**src/rtl/compare_event_tracker_if.sv**
```systemverilog
// Handshake bundle between a magnitude comparator and compare_event_tracker.
interface compare_event_tracker_if #(
  parameter int unsigned CNT_W = 8
);
  logic             inValid;
  logic             equal;
  logic             greaterThan;
  logic             lessThan;
  logic             clearCounts;
  logic [1:0]       state;
  logic             stateValid;
  logic             crossUp;
  logic             crossDown;
  logic [CNT_W-1:0] upCount;
  logic [CNT_W-1:0] downCount;
  logic             errFlag;

  modport master (
    output inValid, equal, greaterThan, lessThan, clearCounts,
    input  state, stateValid, crossUp, crossDown, upCount, downCount, errFlag
  );

  modport slave (
    input  inValid, equal, greaterThan, lessThan, clearCounts,
    output state, stateValid, crossUp, crossDown, upCount, downCount, errFlag
  );
endinterface

```
**src/rtl/compare_event_tracker.sv**
```systemverilog
// Debounces comparator flags into LOW/EQ/HIGH, emits crossing pulses and saturating counts.
// Optional idle fallback to UNKNOWN: define COMPARE_EVENT_TRACKER_TIMEOUT_EN.
module compare_event_tracker #(
  parameter int unsigned DEBOUNCE = 3,
  parameter int unsigned CNT_W    = 8,
  parameter int unsigned TIMEOUT  = 16
) (
  input  logic                    clk,
  input  logic                    reset_n,
  compare_event_tracker_if.slave  bus
);

  localparam int unsigned RUN_W  = 4;
  localparam int unsigned IDLE_W = $clog2(TIMEOUT + 1);

  typedef enum logic [1:0] {
    ST_UNKNOWN = 2'b00,
    ST_LOW     = 2'b01,
    ST_EQ      = 2'b10,
    ST_HIGH    = 2'b11
  } cls_e;

  if (DEBOUNCE < 1 || DEBOUNCE > 15 || TIMEOUT < 1) begin : g_param_check
    $error("compare_event_tracker: DEBOUNCE must be 1..15 and TIMEOUT >= 1");
  end

  cls_e             state_q, state_d;
  cls_e             cand_q, cand_d;
  logic [RUN_W-1:0] run_q, run_d;
  logic [CNT_W-1:0] up_q, up_d;
  logic [CNT_W-1:0] down_q, down_d;
  logic             err_q, err_d;
  logic             cross_up_q, cross_up_d;
  logic             cross_down_q, cross_down_d;
  logic             state_valid_q, state_valid_d;
  cls_e             sample_cls;
  logic             sample_legal;
`ifdef COMPARE_EVENT_TRACKER_TIMEOUT_EN
  logic [IDLE_W-1:0] idle_q, idle_d;
`endif

  // Classify the one-hot comparator flags
  always_comb begin
    sample_cls   = ST_UNKNOWN;
    sample_legal = 1'b0;
    unique case ({bus.lessThan, bus.equal, bus.greaterThan})
      3'b100:  begin sample_cls = ST_LOW;  sample_legal = 1'b1; end
      3'b010:  begin sample_cls = ST_EQ;   sample_legal = 1'b1; end
      3'b001:  begin sample_cls = ST_HIGH; sample_legal = 1'b1; end
      default: begin sample_cls = ST_UNKNOWN; sample_legal = 1'b0; end
    endcase
  end

  // Debounce, crossing detection and counters
  always_comb begin
    state_d      = state_q;
    cand_d       = cand_q;
    run_d        = run_q;
    up_d         = up_q;
    down_d       = down_q;
    err_d        = err_q;
    cross_up_d   = 1'b0;
    cross_down_d = 1'b0;
`ifdef COMPARE_EVENT_TRACKER_TIMEOUT_EN
    idle_d       = idle_q;
`endif

    if (bus.inValid && !sample_legal) begin
      err_d = 1'b1;
    end

    if (bus.inValid && sample_legal) begin
      if (sample_cls == state_q) begin
        cand_d = state_q;
        run_d  = '0;
      end else begin
        if (sample_cls == cand_q) begin
          run_d = (run_q >= RUN_W'(DEBOUNCE)) ? RUN_W'(DEBOUNCE) : run_q + RUN_W'(1);
        end else begin
          run_d = RUN_W'(1);
        end
        cand_d = sample_cls;
        // The run that reaches DEBOUNCE commits the candidate this edge
        if (run_d == RUN_W'(DEBOUNCE)) begin
          state_d      = sample_cls;
          run_d        = '0;
          cross_up_d   = (sample_cls == ST_HIGH) && (state_q == ST_LOW || state_q == ST_EQ);
          cross_down_d = (sample_cls == ST_LOW) && (state_q == ST_HIGH || state_q == ST_EQ);
        end
      end
    end

`ifdef COMPARE_EVENT_TRACKER_TIMEOUT_EN
    // Long idle stretch forgets the debounced state without a pulse
    if (bus.inValid) begin
      idle_d = '0;
    end else if (idle_q == IDLE_W'(TIMEOUT - 1)) begin
      idle_d  = '0;
      state_d = ST_UNKNOWN;
      cand_d  = ST_UNKNOWN;
      run_d   = '0;
    end else begin
      idle_d = idle_q + IDLE_W'(1);
    end
`endif

    if (cross_up_d && (up_q != {CNT_W{1'b1}})) begin
      up_d = up_q + CNT_W'(1);
    end
    if (cross_down_d && (down_q != {CNT_W{1'b1}})) begin
      down_d = down_q + CNT_W'(1);
    end
    if (bus.clearCounts) begin
      up_d   = '0;
      down_d = '0;
      err_d  = 1'b0;
    end

    state_valid_d = (state_d != ST_UNKNOWN);
  end

  always_ff @(posedge clk or negedge reset_n) begin
    if (!reset_n) begin
      state_q       <= ST_UNKNOWN;
      cand_q        <= ST_UNKNOWN;
      run_q         <= '0;
      up_q          <= '0;
      down_q        <= '0;
      err_q         <= 1'b0;
      cross_up_q    <= 1'b0;
      cross_down_q  <= 1'b0;
      state_valid_q <= 1'b0;
    end else begin
      state_q       <= state_d;
      cand_q        <= cand_d;
      run_q         <= run_d;
      up_q          <= up_d;
      down_q        <= down_d;
      err_q         <= err_d;
      cross_up_q    <= cross_up_d;
      cross_down_q  <= cross_down_d;
      state_valid_q <= state_valid_d;
    end
  end

`ifdef COMPARE_EVENT_TRACKER_TIMEOUT_EN
  always_ff @(posedge clk or negedge reset_n) begin
    if (!reset_n) begin
      idle_q <= '0;
    end else begin
      idle_q <= idle_d;
    end
  end
`endif

  assign bus.state      = state_q;
  assign bus.stateValid = state_valid_q;
  assign bus.crossUp    = cross_up_q;
  assign bus.crossDown  = cross_down_q;
  assign bus.upCount    = up_q;
  assign bus.downCount  = down_q;
  assign bus.errFlag    = err_q;

endmodule

```
**src/flat_wrapper.sv**
```systemverilog
// flat-port wrapper written by rule: the top's interface ports become plain ports
module compare_event_tracker_flat 
#(
  parameter int unsigned DEBOUNCE = 3,
  parameter int unsigned CNT_W    = 8,
  parameter int unsigned TIMEOUT  = 16
)
  (clk, reset_n, bus_inValid, bus_equal, bus_greaterThan, bus_lessThan, bus_clearCounts, bus_state, bus_stateValid, bus_crossUp, bus_crossDown, bus_upCount, bus_downCount, bus_errFlag);
  compare_event_tracker_if #(.CNT_W(CNT_W)) bus_i ();
  input  logic clk;
  input  logic reset_n;
  input wire logic [$bits(bus_i.inValid)-1:0] bus_inValid;
  input wire logic [$bits(bus_i.equal)-1:0] bus_equal;
  input wire logic [$bits(bus_i.greaterThan)-1:0] bus_greaterThan;
  input wire logic [$bits(bus_i.lessThan)-1:0] bus_lessThan;
  input wire logic [$bits(bus_i.clearCounts)-1:0] bus_clearCounts;
  output wire logic [$bits(bus_i.state)-1:0] bus_state;
  output wire logic [$bits(bus_i.stateValid)-1:0] bus_stateValid;
  output wire logic [$bits(bus_i.crossUp)-1:0] bus_crossUp;
  output wire logic [$bits(bus_i.crossDown)-1:0] bus_crossDown;
  output wire logic [$bits(bus_i.upCount)-1:0] bus_upCount;
  output wire logic [$bits(bus_i.downCount)-1:0] bus_downCount;
  output wire logic [$bits(bus_i.errFlag)-1:0] bus_errFlag;
  assign bus_i.inValid = bus_inValid;
  assign bus_i.equal = bus_equal;
  assign bus_i.greaterThan = bus_greaterThan;
  assign bus_i.lessThan = bus_lessThan;
  assign bus_i.clearCounts = bus_clearCounts;
  assign bus_state = bus_i.state;
  assign bus_stateValid = bus_i.stateValid;
  assign bus_crossUp = bus_i.crossUp;
  assign bus_crossDown = bus_i.crossDown;
  assign bus_upCount = bus_i.upCount;
  assign bus_downCount = bus_i.downCount;
  assign bus_errFlag = bus_i.errFlag;
  compare_event_tracker #(.DEBOUNCE(DEBOUNCE), .CNT_W(CNT_W), .TIMEOUT(TIMEOUT)) u_core (.clk(clk), .reset_n(reset_n), .bus(bus_i));
endmodule
```
**config.mk**
```make
export PLATFORM = sky130hd
export DESIGN_NAME = compare_event_tracker_flat
export DESIGN_NICKNAME = d
export VERILOG_FILES = /design/src/rtl/compare_event_tracker_if.sv /design/src/rtl/compare_event_tracker.sv /design/src/flat_wrapper.sv
export SDC_FILE = /design/constraint.sdc
export NUM_CORES = 1
export LEC_CHECK = 0
export ABC_AREA = 1
export CAP_MARGIN = 20
export CORE_MARGIN = 2
export CORE_UTILIZATION = 30
export DETAILED_ROUTE_END_ITERATION = 8
export PLACE_DENSITY = 0.49
export SETUP_SLACK_MARGIN = 0.15
export SYNTH_ARGS = -nofsm -noshare
export SYNTH_HDL_FRONTEND = slang
export SYNTH_SLANG_ARGS = --single-unit
```
**constraint.sdc**
```tcl
create_clock -name clk -period 2.1 [get_ports clk]
set_input_delay 0.21 -clock clk [delete_from_list [all_inputs] [get_ports clk]]
set_output_delay 0.21 -clock clk [all_outputs]
set_load 0.03 [all_outputs]
```
==> metrics.txt <==
outcome=complete, no violations; number of synthesized register bits=28; Yosys top cell area share=41.51%; CP max FO=9; Tmin final=about 1.7 ns; dominant cells by area after synthesis=dfrtp_1, nand2_1, nand3_1, inv_1, nand4_1; Peak Freq=0.5746 GHz; leading cell types in the layout, fill and taps excluded=nand2_1, inv_1, nand3_1, clkdlybuf4s50_1, dfrtp_1; 1st-pass router iterations=4; Die W=about 79 um; # rows=27; Worst Path Required=around 2.3 ns; drt wl/cell=approximately 11 um; LEAKAGE=between 1 and 1.5 nW; routability cong.=just over 0.8; layout cells sized above 1=about an eighth; sequential area share after synthesis=about two fifths; Antenna Cells=0; GRT Total Usage=12.27%; placed instance area=0.002067 mm^2; Net count, final=253; CP Launch Type=register; via count=approximately 1400; area growth from synthesis to layout=25.20%; Worst Skew=0.004659 ns; H-tree depth=1; Finished Cell Area=roughly 0.0021 mm^2; PortBufs=28; Slew HR=73.81%; I/O pin total=29; number of hold violations in the final report=0; setup violators final=0; DRC viols=0; largest net degree at the start of global routing=33; Initial Util=between 30% and 40%; worst-margin pin slew=~0.39 ns; die area=roughly 0.0062 mm^2; Mapped Cells=208; Largest stage delay, worst path=between 0.4 and 0.5 ns; CTS sink cnt=28; CORE AREA=0.005473 mm^2; clk slew on worst S/H paths=roughly 0.090 ns; fin crit share=between 80% and 90%; setup_tns=0 ns; CTS Root Cell=clkbuf_8; post-DP HPWL=between 2 and 3 mm; Pwr Density=a little over 600 mW/mm^2; Mapped Area=~0.0017 mm^2; initial DRC count=88; commonest non-fill, non-tap cell in the layout=nand2_1; Peak VDD IR=around 0.27 mV; WL final=between 3 and 4 mm; DIE HEIGHT=roughly 79 um; Hold Buf Count CTS=0; setup ws final=~0.36 ns; worst skew pair latency=0.27 ns; Hold Path Class=in -> async; grt ovf=0; post-synth cell types=22; CP arrival=about 2.0 ns; Post-Syn Nets=220; CP Class=reg -> reg; antenna viol nets, final=0; setup bufs post-CTS=0; initial antenna violation count=0; CP Capture Type=register; number of global-route vias before repair=about 1300; CTS tree=yes; cell taking the most area after synthesis=dfrtp_1; CTS buffer count=3; CP Cell Sequence=ha_1, nand2_1, nor2_1, nand3_1, nand3_2, nand3_1, nand2_1; Avg Inst Size Synth=8.115 um^2; Syn. warnings=0; RSZ-0062 raised after global routing=no; Max Cap Viol=0; Vias/cell=around 4.5; clock tree buffer depth=2; dpl ws=0.05999 ns; CP max-delay cell=dfrtp_1; max-slew violations=0; first-pass GRT wire length=slightly above 6 mm
==> state kept, by name (all words and copies together), names as in the netlist <==
name                   cells
u_core.bus.errFlag         1
u_core.bus.upCount         8
u_core.bus.crossDown       1
u_core.bus.state           2
u_core.cand_q              2
u_core.bus.downCount       8
u_core.bus.stateValid      1
u_core.run_q               4
u_core.bus.crossUp         1
==> critical path, delay by kind of cell (launching register included) <==
kind,cells,cell delay (ns)
and+or+nand+nor,6,1.01
adders and majority gates,1,0.24
DFF,1,0.44
==> report_power, final <==
part / total, W / internal (W) / switching (W)
sequential: 0.000619 / 0.000583 / 0.0000366
combinational: 0.000377 / 0.000139 / 0.000238
clock: 0.000286 / 0.000129 / 0.000157
==> timing repair <==
action                     in CTS  in global routing
hold endpoints to repair        0                  0
setup endpoints to repair       0                  8
gates resized for setup         0                  1
==> synth_stat cells (all sizes together) <==
master  number
inv         31
or2          1
xor2        11
buf          3
o21ai        5
a21oi        1
nand3       35
a31oi        1
nand2       51
dfrtp       28
a22oi        1
nor2        18
nand4       17
ha           5
==> cell type report <==
cell class	instances	area (um^2)
Clock buffer	3	41.29
Fill cell	593	3359
Inverter	31	116.4
Multi-Input combinational cell	146	862.1
Sequential cell	28	700.7
Tap cell	72	90.09
Timing Repair Buffer	31	302.8
==> layer usage <==
metal / share of wire [%] / vias to the layer above / track usage, % / wire [um]
met2: 46 / 23 / 19.41 / 1611
li1: - / 745 / - / -
met4: 0.59 / 0 / 2.414 / 21
met5: 0 / - / 0 / 0
met1: 49 / 640 / 16.80 / 1748
met3: 4.2 / 2 / 3.523 / 150
==> stage by stage <==
step | power [W] | hold slack, ns | util (%) | std cells
2_1_floorplan | 0.0008841 | -0.08559 | - | 208
3_3_place_gp | 0.001016 | 0.4797 | 37.77 | 308
3_5_place_dp | 0.001015 | 0.4795 | 37.77 | 308
4_1_cts | 0.001312 | 0.3340 | 38.52 | 311
5_1_grt | 0.001378 | 0.3497 | 38.61 | 311
6_report | 0.001282 | 0.3218 | 38.61 | 311
==> cell families (layout without fill, tap and decap cells) <==
family	Yosys count	count (layout)	share of synthesized area [%]
simple gates	122	122	38.77
xor+xnor	11	11	5.708
buf+inv	34	65	7.709
flops	28	28	41.51
fa+ha+maj	5	5	3.706
compound gates	8	8	2.594
==> final timing paths <==
check / to / startpoint / depth (start not counted) / slack, ns
setup / recovery: u_core.bus.upCount[1]$_DFFE_PN0P_ / u_core.bus.upCount[0]$_DFFE_PN0P_ / 7 / 0.36
hold / removal: u_core.bus.errFlag$_DFFE_PN0P_ / reset_n / 2 / 0.32
setup reg to reg: u_core.bus.upCount[1]$_DFFE_PN0P_ / u_core.bus.upCount[0]$_DFFE_PN0P_ / 7 / 0.36
hold reg to reg: u_core.run_q[1]$_DFFE_PN0P_ / u_core.run_q[1]$_DFFE_PN0P_ / 2 / 0.50
max in group asynchronous: u_core.bus.upCount[2]$_DFFE_PN0P_ / reset_n / 2 / 1.50
min in group clk: u_core.run_q[1]$_DFFE_PN0P_ / u_core.run_q[1]$_DFFE_PN0P_ / 2 / 0.50
Power figures use the tool's default switching activity.
